$ cat src/rtl/alu_result_buffer.sv
// ALU result buffer: captures ALU results into a small FWFT FIFO
// toward writeback, and tracks the status word and sticky overflow.
module alu_result_buffer #(
    parameter int DW    = 32,
    parameter int DEPTH = 4,
    parameter int AW    = 2
) (
    input  logic          clk,
    input  logic          rst,
    input  logic          in_valid,
    output logic          in_ready,
    input  logic [DW-1:0] alu_out,
    input  logic [DW-1:0] alu_out0,
    input  logic          alu_c,
    input  logic          alu_v,
    input  logic          alu_z,
    input  logic          alu_n,
    input  logic [3:0]    alu_op,
    input  logic [3:0]    alu_op1,
    output logic          out_valid,
    input  logic          out_ready,
    output logic [DW-1:0] res_lo,
    output logic [DW-1:0] res_hi,
    output logic [3:0]    res_flags,
    output logic [7:0]    res_tag,
    output logic [3:0]    psw,
    output logic          sticky_v,
    input  logic          clr_sticky,
    output logic [AW:0]   count,
    output logic          full,
    output logic          empty
);

    localparam logic [AW:0]   FULL_CNT = (AW+1)'(DEPTH);
    localparam logic [AW:0]   CNT_ONE  = (AW+1)'(1);
    localparam logic [AW-1:0] PTR_ONE  = AW'(1);

    logic [DW-1:0] mem_lo    [DEPTH];
    logic [DW-1:0] mem_hi    [DEPTH];
    logic [3:0]    mem_flags [DEPTH];
    logic [7:0]    mem_tag   [DEPTH];

    logic [AW-1:0] rptr;
    logic [AW-1:0] wptr;
    logic [AW:0]   cnt;

    logic          push;
    logic          pop;
    logic          mask_vc;
    logic          take_hi;
    logic [DW-1:0] new_hi;
    logic [3:0]    new_flags;

    assign full      = (cnt == FULL_CNT);
    assign empty     = (cnt == '0);
    assign in_ready  = !full;
    assign out_valid = !empty;
    assign push      = in_valid && in_ready;
    assign pop       = out_valid && out_ready;
    assign count     = cnt;

    assign res_lo    = mem_lo[rptr];
    assign res_hi    = mem_hi[rptr];
    assign res_flags = mem_flags[rptr];
    assign res_tag   = mem_tag[rptr];

    // Decode op class: shift/logic drop V and C, multiply keeps high word
    always_comb begin
        mask_vc = 1'b0;
        take_hi = 1'b0;
        unique case (alu_op)
            4'b0001, 4'b0010: mask_vc = 1'b1;
            4'b0011:          take_hi = 1'b1;
            default:          ;
        endcase
    end

    assign new_hi    = take_hi ? alu_out0 : '0;
    assign new_flags = {alu_n, alu_z, alu_v & ~mask_vc, alu_c & ~mask_vc};

    // Entry storage, written at wptr on push
    always_ff @(posedge clk or posedge rst) begin
        if (rst) begin
            for (int i = 0; i < DEPTH; i++) begin
                mem_lo[i]    <= '0;
                mem_hi[i]    <= '0;
                mem_flags[i] <= '0;
                mem_tag[i]   <= '0;
            end
        end else if (push) begin
            mem_lo[wptr]    <= alu_out;
            mem_hi[wptr]    <= new_hi;
            mem_flags[wptr] <= new_flags;
            mem_tag[wptr]   <= {alu_op, alu_op1};
        end
    end

    // Pointers wrap naturally at DEPTH; count tracks occupancy
    always_ff @(posedge clk or posedge rst) begin
        if (rst) begin
            rptr <= '0;
            wptr <= '0;
            cnt  <= '0;
        end else begin
            if (push) wptr <= wptr + PTR_ONE;
            if (pop)  rptr <= rptr + PTR_ONE;
            if (push && !pop)      cnt <= cnt + CNT_ONE;
            else if (pop && !push) cnt <= cnt - CNT_ONE;
        end
    end

    // Status word follows each accepted result; sticky set beats clear
    always_ff @(posedge clk or posedge rst) begin
        if (rst) begin
            psw      <= '0;
            sticky_v <= 1'b0;
        end else begin
            if (push) psw <= new_flags;
            if (push && new_flags[1]) sticky_v <= 1'b1;
            else if (clr_sticky)      sticky_v <= 1'b0;
        end
    end

endmodule

$ cat config.mk
export PLATFORM = sky130hd
export DESIGN_NAME = alu_result_buffer
export DESIGN_NICKNAME = d
export VERILOG_FILES = /design/src/rtl/alu_result_buffer.sv
export SDC_FILE = /design/constraint.sdc
export NUM_CORES = 1
export LEC_CHECK = 0
export ABC_AREA = 0
export CORE_MARGIN = 2
export CORE_UTILIZATION = 50
export DETAILED_ROUTE_END_ITERATION = 16
export PLACE_DENSITY = 0.76
export SYNTH_ARGS = -nofsm -noshare
export SYNTH_HDL_FRONTEND = slang
export SYNTH_SLANG_ARGS = --single-unit
$ cat constraint.sdc
create_clock -name clk -period 9.9 [get_ports clk]
set_input_delay 0.99 -clock clk [delete_from_list [all_inputs] [get_ports clk]]
set_output_delay 0.99 -clock clk [all_outputs]
set_load 0.01 [all_outputs]
; ---- Word-level counts from Yosys, hierarchy flattened
; Index checks and enable logic that the tools add are counted.
[classes]
addsub = 4
n_lt_le_gt_ge = 3
n_eq_ne = 4
mux = 29
bitwise_logic = 5
reduce_logical = 14
[op_table]
columns = operator, count
row1 = 128-bit bitwise mux, 2
row2 = 32-bit two-way mux, 6
row3 = 32-bit binary-select mux with 2-bit select, 2
row4 = 32-bit demux with 2-bit select, 1
row5 = 32-bit bitwise mux, 1
row6 = 8-bit two-way mux, 3
row7 = 8-bit binary-select mux with 2-bit select, 1
row8 = 16-bit bitwise mux, 1
row9 = 8-bit demux with 2-bit select, 1
row10 = 4-bit two-way mux, 3
row11 = 4-bit binary-select mux with 2-bit select, 1
row12 = 4-bit demux with 2-bit select, 1
row13 = "4-bit by 2-bit == test with 1-bit output, second input constant", 2
row14 = "3-bit >= comparator, second input constant", 2
row15 = 1-bit logical AND, 6
row16 = 3-bit two-way mux, 2
row17 = 2-bit inverter with 3-bit output, 2
row18 = "2-bit by 1-bit adder with 2-bit output, second input constant", 2
row19 = "4-bit by 1-bit == test with 1-bit output, second input constant", 1
row20 = 1-bit logical NOT, 4
row21 = 1-bit two-way mux, 4
row22 = 2-bit nonzero test, 2
row23 = "3-bit by 1-bit adder with 3-bit output, second input constant", 1
row24 = "3-bit == test, second input constant", 1
row25 = 6 further kinds, 7
[totals]
regBits = 316
elab_cells = 80

; ---- Longest topological paths before layout
; Gate-level depths: netlist of the first run.
[logic_depth]
word_depth = 7
mapped_depth = 10
depth_no_buf = 9

; ---- Least setup slack after synthesis of the first run
; No wires, ideal clock.
[synth_path]
path_type = reg2out
startpoint = register rptr[0]
endpoint = output res_hi[1]
t_arrival_ns = 1.615
required_time_ns = 8.910
setup_slack_ns = 7.295
stages_incl_launch_ff = 6
n_path_buf = 4
cell_sequence = dfrtp_1 > buf_2 > buf_2 > buf_2 > buf_2 > mux4_2
[synth_via]
elab_chain_len = 4
[synth_rtl]
columns = element, line_no
row1 = "start, declared", 43  ; logic [AW-1:0] rptr;
row2 = "start signal, assigned", 106  ; if (pop) rptr <= rptr + PTR_ONE;
row3 = 2-bit inverter with 3-bit output (not written as such), 63  ; assign res_hi = mem_hi[rptr];
row4 = 32-bit binary-select mux with 2-bit select, 63
row5 = 32-bit two-way mux (not written as such) (2 in series), 63
row6 = "end, declared", 23  ; output logic [DW-1:0] res_hi,
; Every way passes these cells. The select of a mux whose other input is x is not followed.

; ---- Worst setup path after layout of the first run
[layout_path]
startpoint = register rptr[0]
endpoint = output res_lo[31]
[layout_via]
elab_chain_len = 4
[layout_rtl]
columns = element, line_no
row1 = 2-bit inverter with 3-bit output (not written as such), 62  ; assign res_lo = mem_lo[rptr];
row2 = 32-bit binary-select mux with 2-bit select, 62
row3 = 32-bit two-way mux (not written as such) (2 in series), 62
row4 = "end, declared", 22  ; output logic [DW-1:0] res_lo,
; Every way passes these cells. The select of a mux whose other input is x is not followed.

==> results of run 1 <==
==> registers in the layout, summed over array words and instances (netlist names) <==
signal	flops
mem_hi	128
mem_lo	128
mem_tag	32
mem_flags	16
psw	4
count	3
rptr	2
wptr	2
sticky_v	1
==> power by group through the flow <==
stage | sequential, mW | combinational (mW) | clock [mW]
after floorplan | 1.94 | 1.45 | 0
after global placement | 2.09 | 2.09 | 0
after detailed placement | 2.10 | 2.13 | 0
after CTS | 2.09 | 2.14 | 1.29
after global routing | 2.15 | 2.27 | 1.34
final | 2.08 | 2.12 | 1.27
==> per-layer routing <==
| metal | global-route usage [%] | part of all wire (%) | up-vias |
|---|---|---|---|
| li1 | - | - | 3939 |
| met1 | 32.8 | 42 | 4726 |
| met2 | 37.7 | 50 | 295 |
| met3 | 4.16 | 6.0 | 55 |
| met4 | 6.39 | 2.1 | 2 |
| met5 | 0 | 0.040 | - |
==> final cells by class <==
class                           count  area share, %
Multi-Input combinational cell    591           32.9
Clock inverter                     11          0.793
Sequential cell                   316           46.9
Clock buffer                       47           5.75
Timing Repair Buffer              184           10.7
Tap cell                          372           2.76
Inverter                            9          0.274
==> how the worst max path moves through the flow <==
stage,start,endpoint,slack (ns),cells past startpoint
floorplan,rst,count[0],0.17,1
global placement,rptr[0],res_hi[20],5.94,3
detailed placement,rptr[0],res_lo[31],5.91,3
CTS,rptr[0],res_lo[31],5.37,3
global route,rptr[0],res_lo[2],5.20,3
finish,rptr[0],res_lo[31],5.48,3
==> stage by stage <==
stage	cell area [um2]	total power [mW]
2_1_floorplan	13800	3.39
3_3_place_gp	15800	4.18
3_5_place_dp	15800	4.23
4_1_cts	16900	5.52
5_1_grt	16900	5.76
6_report	16900	5.47
==> worst max-delay path: stages, from the launching register on <==
cell and delay (ns):
dfrtp_4 0.93, buf_4 0.81, mux4_2 0.61, clkdlybuf4s50_1 0.51
==> cells by family (layout without fill, tap and decap cells) <==
family,after synthesis,after routing
compound gates,279,279
xor+xnor,7,7
fa+ha+maj,6,6
buf+inv,89,251
flops,316,316
mux,248,248
simple gates,51,51
==> layout by cell type (no fill, tap or decap), drive strengths merged <==
| master | netlist | layout |
|---|---|---|
| inv | 8 | 9 |
| or3b | 1 | 1 |
| mux2 | 172 | 172 |
| dfrtp | 316 | 316 |
| mux4 | 76 | 76 |
| nor4bb | 1 | 1 |
| bufinv | 0 | 3 |
| o31ai | 2 | 2 |
| nor2 | 5 | 5 |
| o21ai | 276 | 276 |
| ha | 5 | 5 |
| xor2 | 2 | 2 |
| fa | 1 | 1 |
| nand3 | 5 | 5 |
| buf | 37 | 16 |
| or3 | 1 | 1 |
| nand2 | 38 | 38 |
| xnor2 | 5 | 5 |
| clkdlybuf4s50 | 0 | 168 |
| clkbuf | 43 | 47 |
| o22ai | 1 | 1 |
| clkinv | 1 | 8 |
==> qor.yml, run 1 <==
p_switching_mw: 1.71
port_buffers: 168
wl_per_cell_um: 21.4
synth_most_common_cell: "dfrtp_1"
synth-seq-cells: 316
holdBufCountCts: 0
num_rows: 60
finalNonFillerCells: 1530
yosys.area_share.adder_pct: 0.596
p_clk_share_pct: 23.2
ys_warn_count: 0
synth_flop_cell: "dfrtp_1"
worstPathRequired_ns: 8.91
cts_resized: 0
min_path_cells: 1
cap_violations: 0
clk_path_buf_depth: 3
endpoint_kind: "primary output"
fmax_ghz: 0.226
ys_types: 27
power_frac_comb_pct: 38.7
p_seq_share_pct: 38.1
clk_latency_ns: 0.51
p_leak_nw: 7.01
synth_simple_gate_area_share_pct: 1.60
first_global_vias: 9401
hold_slack_ns: 0.502
cts_root_buf: "clkbuf_16"
synth_compound_area_share_pct: 10.1
die_w_um: 170
drive_gt1_share_pct: 28.2
syn_inst: 996
coreArea_mm2: 0.0271
synth_nets: 1083
powerDensity_mw_per_mm2: 324
finalSetupViolCount: 0
min_to: "mem_tag[3]"
area_growth_pct: 21.9
io-pin-count: 169
ff2ff_setup_slack_ns: 7.21
place_inst: 1472
intPower_mw: 3.76
diodes: 0
drt_wl_total_mm: 32.7
antenna_found_initial: 1
cts_tree: "built"
period_minus_slack_ns: 4.42
yosysTopAreaCell: "dfrtp_1"
reg2reg_to: "mem_lo[74]"
grt-ovfl-total: 0
rsz0062_at_grt: "false"
clk_pin_slew_ns: 0.06
netlist_top_cells_count: "dfrtp_1 (316), o21ai_0 (268), mux2_2 (152)"
finalSetupTns_ns: 0
synthMuxAreaShare_pct: 26.9
relSlewSlack_pct: 30.6
dieArea_mm2: 0.0290
final_nets: 1224
vias: 9017
crit_path_max_fanout: 41
synth-edff-count: 0
first_pass_iters: 5
ys_seq_area_share_pct: 57.1
drc: 0
synth.area.top_cells: "dfrtp_1 (57%), mux2_2 (12%), mux4_2 (12%)"
final-seq-area_mm2: 0.00792
synth_top_area_share_pct: 57.1
viasPerCell: 5.89
htreeDepth: 2
fillers: 2102
hold_viol: 0
die_h_um: 170
r2r_start: "count[0]"
gp_congestion: 0.763
floorplan.initialDensity_pct: 51.1
reg2regPathDepth: 4
grt_pass1_wl_mm: 53.0
final_util_pct: 62.3
min_path_type: "flip-flop to flip-flop"
worstMarginPinSlew_ns: 1.04
drv_slew: 0
track_usage_pct: 23.3
synth_xor_area_share_pct: 0.443
crit_arrival_ns: 3.43
avgSynthCellArea_um2: 13.9
ys_async_sr_fraction_pct: 100
post-route-period-util_pct: 44.6
cp-start-kind: "flip-flop"
synth_top_family_by_area: "multiplexers"
dp_hpwl_mm: 19.0
setup_ws_ns: 5.48
grt_max_degree: 105
multi_input_area_mm2: 0.00555
run_status: "completed"
drt-initial-drc-count: 737
clock-sinks: 316
path_class: "flip-flop to primary output"
skew_ns: 0.0174
netSwitchingFraction_pct: 31.2
post-cts-setup-buffer-count: 0
cts_buffers: 35
hp-start: "mem_tag[3]"
netlist_area_mm2: 0.0138
pre_cts_ws_ns: 5.91
drt.antenna.violating_nets: 0
ir_drop_v: 0.000219
Power figures use the tool's default switching activity.
==> run 2, diff against run 1 <==
--- a/config.mk
+++ b/config.mk
@@ -9,7 +9,7 @@
 export CORE_MARGIN = 2
 export CORE_UTILIZATION = 50
 export DETAILED_ROUTE_END_ITERATION = 16
-export PLACE_DENSITY = 0.76
+export PLACE_DENSITY = 0.73
 export SYNTH_ARGS = -nofsm -noshare
 export SYNTH_HDL_FRONTEND = slang
 export SYNTH_SLANG_ARGS = --single-unit
==> constraint.sdc (replaced) <==
create_clock -name clk -period 4.12 [get_ports clk]
set_input_delay 0.412 -clock clk [delete_from_list [all_inputs] [get_ports clk]]
set_output_delay 0.412 -clock clk [all_outputs]
set_load 0.01 [all_outputs]
==> qor.yml, run 2 (synthesis gave the netlist of run 1 again) <==
cts_tree: "built"
drc: 0
pre_cts_ws_ns: 1.27
antenna_found_initial: 1
cp_slowest_stage_delay_ns: 0.81
cp_slowest_cell: "dfrtp_4"
final_cell_mix: "dfrtp_1 (314), o21ai_0 (268), clkdlybuf4s50_1 (168)"
post-cts-setup-buffer-count: 0
holdBufCountCts: 0
relSlewSlack_pct: 31.8
die_w_um: 170
gp_congestion: 0.754
num_rows: 60
htreeDepth: 2
viasPerCell: 5.80
post-route-period-util_pct: 80.4
path_cells: "buf_4 > mux4_2 > clkdlybuf4s50_1"
reg_top3: "mem_hi: 128 flops, mem_lo: 128 flops, mem_tag: 32 flops"
min_path_type: "input port to async pin"
clk_latency_ns: 0.50
crit_path_max_fanout: 29
drive_gt1_share_pct: 29.4
first_global_vias: 9537
power.total_mw: 13.1
cts_resized: 0
drt.antenna.violating_nets: 0
fmax_ghz: 0.302
final_area_mm2: 0.0170
drv_slew: 0
floorplan.initialDensity_pct: 51.1
skew_ns: 0.0146
dp_hpwl_mm: 18.9
ir_drop_v: 0.000619
grt-ovfl-total: 0
p_leak_nw: 7.09
grt_pass1_wl_mm: 52.2
final_nets: 1231
first_pass_iters: 4
worstMarginPinSlew_ns: 1.02
area_growth_pct: 23.0
cts_root_buf: "clkbuf_16"
reg2regPathDepth: 5
finalSetupTns_ns: 0
port_buffers: 168
cap_violations: 0
run_status: "completed"
clk_pin_slew_ns: 0.06
hold_slack_ns: 0.469
die_h_um: 170
coreArea_mm2: 0.0271
io-pin-count: 169
setup_ws_ns: 0.810
post_dp_cell_area_mm2: 0.0159
endpoint_kind: "primary output"
grt_max_degree: 117
clk_path_buf_depth: 3
ff2ff_setup_slack_ns: 1.35
finalSetupViolCount: 0
cp-start-kind: "flip-flop"
layout_commonest_cell: "dfrtp_1"
crit_arrival_ns: 2.90
period_minus_slack_ns: 3.31
clock-sinks: 316
powerDensity_mw_per_mm2: 772
drt-initial-drc-count: 757
rsz0062_at_grt: "false"
hold_viol: 0
wl_per_cell_um: 20.8
track_usage_pct: 22.9
worstPathRequired_ns: 3.71
cts_buffers: 34
vias: 8943
dieArea_mm2: 0.0290
drt_wl_total_mm: 32.1
path_class: "flip-flop to primary output"
run 2: changes by cell type in the layout (fill, tap and decap cells not counted), moves of 2 or more:
cell	previous run	this run
clkinv_2	7	15
bufinv_16	3	1
buf_12	0	5
clkinvlp_4	0	2
clkbuf_16	35	37
buf_4	16	19
clkbuf_1	7	2
run 2: where the power goes:
part	internal [mW]	switching (mW)	total, mW	leakage, nW
Sequential	4.24	0.702	4.94	4.01
Combinational	3.00	2.18	5.17	2.50
Clock	1.80	1.23	3.03	0.574
Total	9.04	4.11	13.1	7.09
run 2: through the flow:
step | util, % | instances
2_1_floorplan | - | 996
3_3_place_gp | 58.7 | 1480
3_5_place_dp | 58.7 | 1480
4_1_cts | 62.8 | 1542
5_1_grt | 62.8 | 1543
6_report | 62.8 | 1543
run 2: final timing paths:
| check | startpoint | end |
|---|---|---|
| max reg2reg | count[0] | mem_lo[33] |
| min in group clk | clr_sticky | sticky_v |
| max in group asynchronous | rst | rptr[1] |
| min reg2reg | mem_lo[53] | mem_lo[53] |
| min | rst | mem_lo[104] |
| max | rptr[0] | res_hi[27] |
run 2: area by class of cell:
cell class	count	area, um2
multi-input cells	591	5550
well taps	372	465
clock buffers	45	1020
flip-flops and latches	316	7920
repair buffers	192	1920
diodes	1	2.50
clock inverters	17	113
fillers	2092	10100
inverters	9	42.5
run 2: layer usage:
layer / global-route usage, % / vias to the layer above / part of all wire (%)
met2: 37.3 / 254 / 49
met1: 31.5 / 4667 / 43
met4: 7.32 / 0 / 2.7
met5: 0 / - / 0
li1: - / 3965 / -
met3: 4.33 / 57 / 5.3
run 2: worst max-delay path: cells and delay by family (launching register included):
kind / cells / cell delay, ns
flip-flops: 1 / 0.81
multiplexers: 1 / 0.59
buffers and inverters: 2 / 0.98
==> run 3, diff against run 2 <==
--- a/config.mk
+++ b/config.mk
@@ -9,7 +9,7 @@
 export CORE_MARGIN = 2
 export CORE_UTILIZATION = 50
 export DETAILED_ROUTE_END_ITERATION = 16
-export PLACE_DENSITY = 0.73
+export PLACE_DENSITY = 0.76
 export SYNTH_ARGS = -nofsm -noshare
 export SYNTH_HDL_FRONTEND = slang
 export SYNTH_SLANG_ARGS = --single-unit
==> constraint.sdc (replaced) <==
create_clock -name clk -period 2.8 [get_ports clk]
set_input_delay 0.28 -clock clk [delete_from_list [all_inputs] [get_ports clk]]
set_output_delay 0.28 -clock clk [all_outputs]
set_load 0.01 [all_outputs]
==> qor.yml, run 3 (synthesis gave the netlist of run 1 again) <==
run_status: "completed"
path_cells: "or3b_1 > clkinv_4 > clkdlybuf4s50_1"
grt_max_degree: 101
coreArea_mm2: 0.0271
ff2ff_setup_slack_ns: 0.44
final-seq-area_mm2: 0.00792
cp_slowest_cell: "or3b_1"
track_usage_pct: 23.6
drc: 0
final_util_pct: 63.5
grt-ovfl-total: 0
hold_viol: 0
die_h_um: 170
p_clk_share_pct: 21.9
port_buffers: 168
path_class: "flip-flop to primary output"
num_rows: 60
p_leak_nw: 7.16
reg2regPathDepth: 7
dp_hpwl_mm: 20.2
post-route-period-util_pct: 97.2
period_minus_slack_ns: 2.72
drt_wl_total_mm: 33.1
clk_pin_slew_ns: 0.06
finalSetupViolCount: 0
grt_pass1_wl_mm: 53.2
first_global_vias: 9711
cp_slowest_stage_delay_ns: 0.63
reg_top3: "mem_hi: 128 flops, mem_lo: 128 flops, mem_tag: 32 flops"
antenna_found_initial: 0
wl_per_cell_um: 21.4
relSlewSlack_pct: 51.0
cp-start-kind: "flip-flop"
drt-initial-drc-count: 742
crit_arrival_ns: 2.44
clk_path_buf_depth: 3
vias: 9095
endpoint_kind: "primary output"
power_frac_comb_pct: 41.4
viasPerCell: 5.88
die_w_um: 170
pre_cts_ws_ns: 0.447
htreeDepth: 2
dieArea_mm2: 0.0290
min_path_type: "input port to async pin"
p_seq_share_pct: 36.7
cts_resized: 0
final_cell_mix: "dfrtp_1 (314), o21ai_0 (268), clkdlybuf4s50_1 (168)"
cts_root_buf: "clkbuf_16"
cts_tree: "built"
clock-sinks: 316
layout_commonest_cell: "dfrtp_1"
power.total_mw: 19.6
setup_ws_ns: 0.0795
reg2reg_to: "count[1]"
multi_input_area_mm2: 0.00555
drive_gt1_share_pct: 29.3
r2r_start: "count[1]"
intPower_mw: 13.5
netSwitchingFraction_pct: 31.2
first_pass_iters: 5
powerDensity_mw_per_mm2: 1140
skew_ns: 0.0166
cap_violations: 0
worstMarginPinSlew_ns: 0.734
post-cts-setup-buffer-count: 1
p_switching_mw: 6.10
worstPathRequired_ns: 2.52
gp_congestion: 0.754
fmax_ghz: 0.368
fillers: 2000
drv_slew: 0
area_growth_pct: 24.3
io-pin-count: 169
finalSetupTns_ns: 0
diodes: 0
drt.antenna.violating_nets: 0
floorplan.initialDensity_pct: 51.1
final_nets: 1242
holdBufCountCts: 0
ir_drop_v: 0.000785
rsz0062_at_grt: "false"
crit_path_max_fanout: 17
clk_latency_ns: 0.51
cts_buffers: 34
## run 3: area by class of cell
class	instances	area share (%)
Timing Repair Buffer	203	12.6
Clock buffer	50	5.82
Sequential cell	316	46.0
Multi-Input combinational cell	591	32.3
Tap cell	372	2.70
Inverter	9	0.247
Clock inverter	6	0.342
## run 3: critical path: cells and delay by family, from the launching register on
| kind | cells | cell delay, ns |
|---|---|---|
| buf+inv | 2 | 0.89 |
| flops | 1 | 0.42 |
| simple gates | 1 | 0.63 |
## run 3: routing by layer
layer	global-route usage [%]	vias to the layer above	wire [um]
li1	-	3993	-
met2	39.6	307	16500
met1	32.1	4729	13900
met3	3.60	66	1940
met5	0	-	0
met4	7.02	0	790
## run 3: how the worst max path moves through the flow
stage                        start        to  slack [ns]
after CTS                 count[0]      full        0.08
after global routing      count[0]      full        0.02
after floorplan                rst  count[0]       -1.69
final                     count[1]      full        0.08
after detailed placement  count[0]  count[1]        0.45
after global placement    count[1]  count[1]        0.51
## run 3: metrics by stage
step	hold WS (ns)	cell area (um2)	std cells
4_1_cts	0.259	17200	1547
3_3_place_gp	0.481	16100	1490
5_1_grt	0.301	17200	1547
3_5_place_dp	0.488	16100	1490
2_1_floorplan	0.389	13800	996
6_report	0.254	17200	1547
## run 3: power groups by stage
stage / logic, mW / clock network [mW] / registers, mW
finish: 8.09 / 4.29 / 7.18
global route: 8.62 / 4.55 / 7.38
CTS: 8.17 / 4.37 / 7.18
detailed placement: 8.01 / 0 / 7.27
global placement: 7.90 / 0 / 7.17
floorplan: 5.14 / 0 / 6.85
